<file path="src/rtl/ysyx_25020047_lsu.sv">
// Load/store unit: takes one op from EXU, runs a req/gnt + rvalid memory transaction,
// then holds the writeback result on a valid/ready handshake until the WBU takes it.
module ysyx_25020047_lsu #(
   parameter int unsigned RESP_TIMEOUT = 1023
) (
   input  logic        clk,
   input  logic        rst,
   input  logic        in_valid,
   output logic        in_ready,
   input  logic [2:0]  in_op,
   input  logic [31:0] in_addr,
   input  logic [31:0] in_wdata,
   input  logic [4:0]  in_rd,
   input  logic        in_wen,
   output logic        mem_req,
   output logic        mem_we,
   output logic [31:0] mem_addr,
   output logic [31:0] mem_wdata,
   output logic [3:0]  mem_wstrb,
   input  logic        mem_gnt,
   input  logic        mem_rvalid,
   input  logic [31:0] mem_rdata,
   output logic        out_valid,
   input  logic        out_ready,
   output logic [31:0] out_data,
   output logic [4:0]  out_rd,
   output logic        out_wen,
   output logic        misalign,
   output logic        bus_err
);
   localparam int unsigned CW = $clog2(RESP_TIMEOUT + 1);

   typedef enum logic [1:0] {StIdle, StReq, StWait, StWb} state_e;

   state_e        state_q, state_d;
   logic [CW-1:0] cnt_q, cnt_d;
   logic          we_q, we_d;
   logic [31:0]   addr_q, addr_d;
   logic [31:0]   wdata_q, wdata_d;
   logic [3:0]    wstrb_q, wstrb_d;
   logic [31:0]   data_q, data_d;
   logic [4:0]    rd_q, rd_d;
   logic          wen_q, wen_d;
   logic          mis_q, mis_d;
   logic          berr_q, berr_d;
   logic          lbu_q, lbu_d;
   logic [1:0]    lane_q, lane_d;

   logic          is_load, is_store, misal;
   logic [3:0]    strb;
   logic [31:0]   wdat;

   // Op decode; reserved encodings fall through as NONE.
   always_comb begin
      is_load  = 1'b0;
      is_store = 1'b0;
      misal    = 1'b0;
      strb     = 4'b0000;
      wdat     = 32'h0;
      unique case (in_op)
         3'd1: begin
            is_load = 1'b1;
            misal   = (in_addr[1:0] != 2'b00);
         end
         3'd2: is_load = 1'b1;
         3'd3: begin
            is_store = 1'b1;
            misal    = (in_addr[1:0] != 2'b00);
            strb     = 4'hF;
            wdat     = in_wdata;
         end
         3'd4: begin
            is_store = 1'b1;
            strb     = 4'b0001 << in_addr[1:0];
            wdat     = {4{in_wdata[7:0]}};
         end
         3'd5: begin
            is_store = 1'b1;
            misal    = in_addr[0];
            strb     = 4'b0011 << in_addr[1:0];
            wdat     = {2{in_wdata[15:0]}};
         end
         default: ;
      endcase
   end

   assign in_ready = (state_q == StIdle) && !rst;

   always_comb begin
      state_d = state_q;
      cnt_d   = cnt_q;
      we_d    = we_q;
      addr_d  = addr_q;
      wdata_d = wdata_q;
      wstrb_d = wstrb_q;
      data_d  = data_q;
      rd_d    = rd_q;
      wen_d   = wen_q;
      mis_d   = mis_q;
      berr_d  = berr_q;
      lbu_d   = lbu_q;
      lane_d  = lane_q;
      unique case (state_q)
         StIdle: begin
            if (in_valid && in_ready) begin
               rd_d   = in_rd;
               lbu_d  = (in_op == 3'd2);
               lane_d = in_addr[1:0];
               mis_d  = 1'b0;
               berr_d = 1'b0;
               if (!is_load && !is_store) begin
                  state_d = StWb;
                  data_d  = in_addr;
                  wen_d   = in_wen;
               end else if (misal) begin
                  state_d = StWb;
                  data_d  = 32'h0;
                  wen_d   = 1'b0;
                  mis_d   = 1'b1;
               end else begin
                  state_d = StReq;
                  addr_d  = {in_addr[31:2], 2'b00};
                  we_d    = is_store;
                  wstrb_d = strb;
                  wdata_d = wdat;
                  data_d  = 32'h0;
                  wen_d   = is_load & in_wen;
               end
            end
         end
         StReq: begin
            if (mem_gnt) begin
               state_d = StWait;
               cnt_d   = '0;
            end
         end
         StWait: begin
            cnt_d = cnt_q + CW'(1);
            // A response arriving on the last allowed cycle still counts.
            if (mem_rvalid) begin
               state_d = StWb;
               if (!we_q) begin
                  data_d = lbu_q ? {24'h0, mem_rdata[{lane_q, 3'b000} +: 8]} : mem_rdata;
               end
            end else if (cnt_q == CW'(RESP_TIMEOUT - 1)) begin
               state_d = StWb;
               berr_d  = 1'b1;
               wen_d   = 1'b0;
            end
         end
         StWb: begin
            if (out_ready) begin
               state_d = StIdle;
               mis_d   = 1'b0;
               berr_d  = 1'b0;
            end
         end
         default: state_d = StIdle;
      endcase
   end

   always_ff @(posedge clk) begin
      if (rst) begin
         state_q <= StIdle;
         cnt_q   <= '0;
         we_q    <= 1'b0;
         addr_q  <= 32'h0;
         wdata_q <= 32'h0;
         wstrb_q <= 4'h0;
         data_q  <= 32'h0;
         rd_q    <= 5'h0;
         wen_q   <= 1'b0;
         mis_q   <= 1'b0;
         berr_q  <= 1'b0;
         lbu_q   <= 1'b0;
         lane_q  <= 2'b00;
      end else begin
         state_q <= state_d;
         cnt_q   <= cnt_d;
         we_q    <= we_d;
         addr_q  <= addr_d;
         wdata_q <= wdata_d;
         wstrb_q <= wstrb_d;
         data_q  <= data_d;
         rd_q    <= rd_d;
         wen_q   <= wen_d;
         mis_q   <= mis_d;
         berr_q  <= berr_d;
         lbu_q   <= lbu_d;
         lane_q  <= lane_d;
      end
   end

   assign mem_req   = (state_q == StReq);
   assign mem_we    = we_q;
   assign mem_addr  = addr_q;
   assign mem_wdata = wdata_q;
   assign mem_wstrb = wstrb_q;
   assign out_valid = (state_q == StWb);
   assign out_data  = data_q;
   assign out_rd    = rd_q;
   assign out_wen   = wen_q;
   assign misalign  = mis_q;
   assign bus_err   = berr_q;

endmodule

</file>
<file path="config.mk">
export PLATFORM = sky130hd
export DESIGN_NAME = ysyx_25020047_lsu
export DESIGN_NICKNAME = d
export VERILOG_FILES = /design/src/rtl/ysyx_25020047_lsu.sv
export SDC_FILE = /design/constraint.sdc
export NUM_CORES = 1
export LEC_CHECK = 0
export CORE_ASPECT_RATIO = 0.6
export CORE_UTILIZATION = 47
export DETAILED_ROUTE_END_ITERATION = 8
export PLACE_DENSITY = 0.88
export SLEW_MARGIN = 20
export SYNTH_ARGS = -nofsm -noshare
export SYNTH_HDL_FRONTEND = slang
export SYNTH_SLANG_ARGS = --single-unit
</file>
<file path="constraint.sdc">
create_clock -name clk -period 3.67 [get_ports clk]
set_input_delay 0.367 -clock clk [delete_from_list [all_inputs] [get_ports clk]]
set_output_delay 0.367 -clock clk [all_outputs]
set_load 0.03 [all_outputs]
</file>
==> run metrics <==
Reg2Reg Setup Slack=0.82 ns; crit path DAT=3.17 ns; Post-CTS Resized=0; TritonRoute pass-1 iters=6; crit path buf inv count=2; CP max FO=24; leakage power=0.003009 µW; worst reg2reg path endpoint=mem_addr[20]; Ports=223; largest cells by area after synthesis=dfxtp_1 (45%), nand2_1 (5.7%), a221oi_1 (5.3%); Worst-path clk slew=0.05 ns; post-synthesis instance total=626; Worst IR Drop VDD=0.0004108 V; Reg-to-Reg Start=state_q[0]; CTS buffer count=17; Switch Pwr=1926 µW; DRT Wirelength=19640 µm; Layout Area Growth over Synthesis=51.38%; Core Box Area=0.01130 mm²; first-pass GRT wire length=29830 µm; DR vias/cell=5.818; clock share of power=31.8%; CP Capture Type=flip-flop; ys flop type=dfxtp_1; unrepaired setup endpoints after global routing=no; antenna violations before repair=0; initial core utilization=48.19%; class of the worst hold path=in2reg; Startpoint Class=flip-flop; Post-synth EDFFs=0; period utilization=77.58%; ys async rst share=0%; critical path endpoint=mem_addr[20]; mapped cell area=0.005445 mm²; Worst-Skew Late Latency=0.41 ns; Worst Setup SP=state_q[0]; final slew viol count=0; synthesized area per cell=8.698 µm²; Slew HR=28.51%; Remaining DRCs=0; vias in the first global route=5499; DR iter-0 viols=515; routed len/inst=19.74 µm; Port Buffers=220; CTS tree=yes; Routability Congestion=0.9066; internal power=3284 µW; Worst path max stage delay=0.69 ns; final setup TNS=0 ns; hold slack=0.3510 ns; Post-Route Utilization=72.96%; Hold Crit Start=rst; Synth Register Bits=122; Setup Buffers After CTS=0; Cell variety after synth=56; part of the power in registers=31.0%; placed cell areas=0.007659 mm²; CTS Hold Bufs=0; run status=completed; fin area=0.008243 mm²; Root Buffer=clkbuf_16; Layout Nets=941; clk_skew=0.007543 ns; largest net degree at the start of global routing=64; Combinational Power Share=37.2%; Die H=85.38 µm; r2r worst-path depth=7; Crit path depth=7; Slew @ Worst Pin=1.068 ns; Final Hold Fails=0; Fmax=351.2 MHz; number of core rows=30; Yosys top cell area share=44.85%; GRT Total Usage=32.39%; die extent in x=141.0 µm; critical-path cell list=inv_1 -> ha_1 -> and3b_1 -> o311a_2 -> buf_4 -> nand2_1 -> a21oi_1; Yosys top cell by area=dfxtp_1; die area=0.01203 mm²; final worst path period need=2.847 ns; clock tree buffer depth=2; Clock H-tree levels=4; Yosys Warn Count=0; clock sinks=122; Setup violations, final=0; CP max stage cell=o311a_2; # diodes=0; sw frac=36.97%; layout cells sized above 1=6.228%; dpl hpwl=14440 µm; power per standard cell area=632.0 mW/mm²; Req. time, crit path=3.99 ns; Worst Setup Path Type=reg2reg; via count=5789; Seq/Total Area, Yosys=44.85%; CP delay by family, top=compound AO/OA/AOI/OAI gates; grt ovf=0; max_cap viols=0; Final ANT Viol Nets=0
-- synthesized netlist by cell type (all sizes together) (3+ instances only) --
library cell	number
nor2b	8
a21o	8
a211oi	10
clkbuf	24
buf	28
inv	7
nor3	41
nand4	5
o2bb2ai	8
nand3b	9
a21oi	57
dfxtp	122
o221ai	8
or3	3
xor2	3
nand3	5
nand2b	12
a22oi	3
mux2i	17
o21ai	10
a221oi	33
ha	7
a2bb2oi	8
nor2	66
nand2	82
a22o	19
-- per-stage QoR --
| step | setup WS (ns) | instances | total power (µW) |
|---|---|---|---|
| after floorplan | 1.867 | 627 | 2823 |
| after global placement | 0.8996 | 964 | 3473 |
| after detailed placement | 0.7774 | 964 | 3536 |
| after CTS | 0.9051 | 995 | 5196 |
| after global routing | 0.6567 | 995 | 5433 |
| final | 0.8227 | 995 | 5210 |
-- metal layers --
metal	global-route usage, %	wire [µm]
met5	0	0
met3	11.51	1954
met4	9.289	433
met1	44.46	8686
met2	47.76	8565
-- state kept, by name, indices dropped and copies added, names as in the netlist, 2 cells and up --
name and count:
mem_wdata 32, out_data 32, mem_addr 30, cnt_q 10, out_rd 5, mem_wstrb 4, lane_q 2, state_q 2
-- worst reg2reg max path: stages, from the launching register on --
cell	delay, ns
dfxtp_1	0.33
inv_1	0.14
ha_1	0.40
and3b_1	0.56
o311a_2	0.69
buf_4	0.38
nand2_1	0.10
a21oi_1	0.17
-- worst min path at each step --
stage / endpoint / slack (ns) / cells past startpoint
final: cnt_q[1] / 0.35 / 2
after global placement: mem_addr[20] / 0.44 / 2
after global routing: mem_addr[21] / 0.36 / 2
after detailed placement: mem_addr[18] / 0.45 / 2
after CTS: cnt_q[1] / 0.33 / 2
after floorplan: lbu_q / 0.45 / 2
-- cell usage in the layout (no fill, tap or decap), types with 3 or more instances in the layout --
cell type | netlist | final
nand2b_1 | 12 | 12
dfxtp_1 | 122 | 122
nand3_1 | 5 | 5
clkinvlp_4 | 0 | 3
o221ai_1 | 8 | 8
nor3_1 | 41 | 41
nand4_1 | 5 | 5
o21ai_0 | 8 | 8
a21o_1 | 8 | 8
clkbuf_16 | 0 | 17
nor2_1 | 65 | 65
nor2b_1 | 7 | 6
a2bb2oi_1 | 8 | 8
nand3b_1 | 9 | 9
nand2_1 | 82 | 82
ha_1 | 7 | 7
o2bb2ai_1 | 8 | 8
a21oi_1 | 55 | 55
inv_1 | 7 | 7
mux2i_1 | 17 | 17
or3_1 | 3 | 3
inv_6 | 0 | 3
clkdlybuf4s50_1 | 0 | 219
a22o_1 | 19 | 19
a211oi_1 | 10 | 10
buf_4 | 5 | 10
xor2_1 | 3 | 3
a221oi_1 | 33 | 33
clkinv_4 | 0 | 3
-- final cells by class --
cell class | count | area, µm²
fillers | 813 | 3055
multi-input cells | 445 | 2719
flip-flops and latches | 122 | 2442
repair buffers | 229 | 2267
clock buffers | 18 | 439.2
well taps | 160 | 200.2
clock inverters | 13 | 145.1
inverters | 8 | 30.03
-- cells by family after synthesis --
kind of cell,share of synthesized area [%]
simple gates,20.20
compound gates,23.69
flops,44.85
buf+inv,5.446
mux,3.332
fa+ha+maj,1.608
xor+xnor,0.8044
other cells,0.06887
-- power by group through the flow --
stage | registers [µW] | clock network (µW) | logic (µW)
2_1_floorplan | 1890 | 0 | 930
3_3_place_gp | 1630 | 0 | 1840
3_5_place_dp | 1640 | 0 | 1900
4_1_cts | 1610 | 1660 | 1920
5_1_grt | 1630 | 1730 | 2070
6_report | 1620 | 1660 | 1940
No activity file was read; power rests on OpenSTA's default activity.
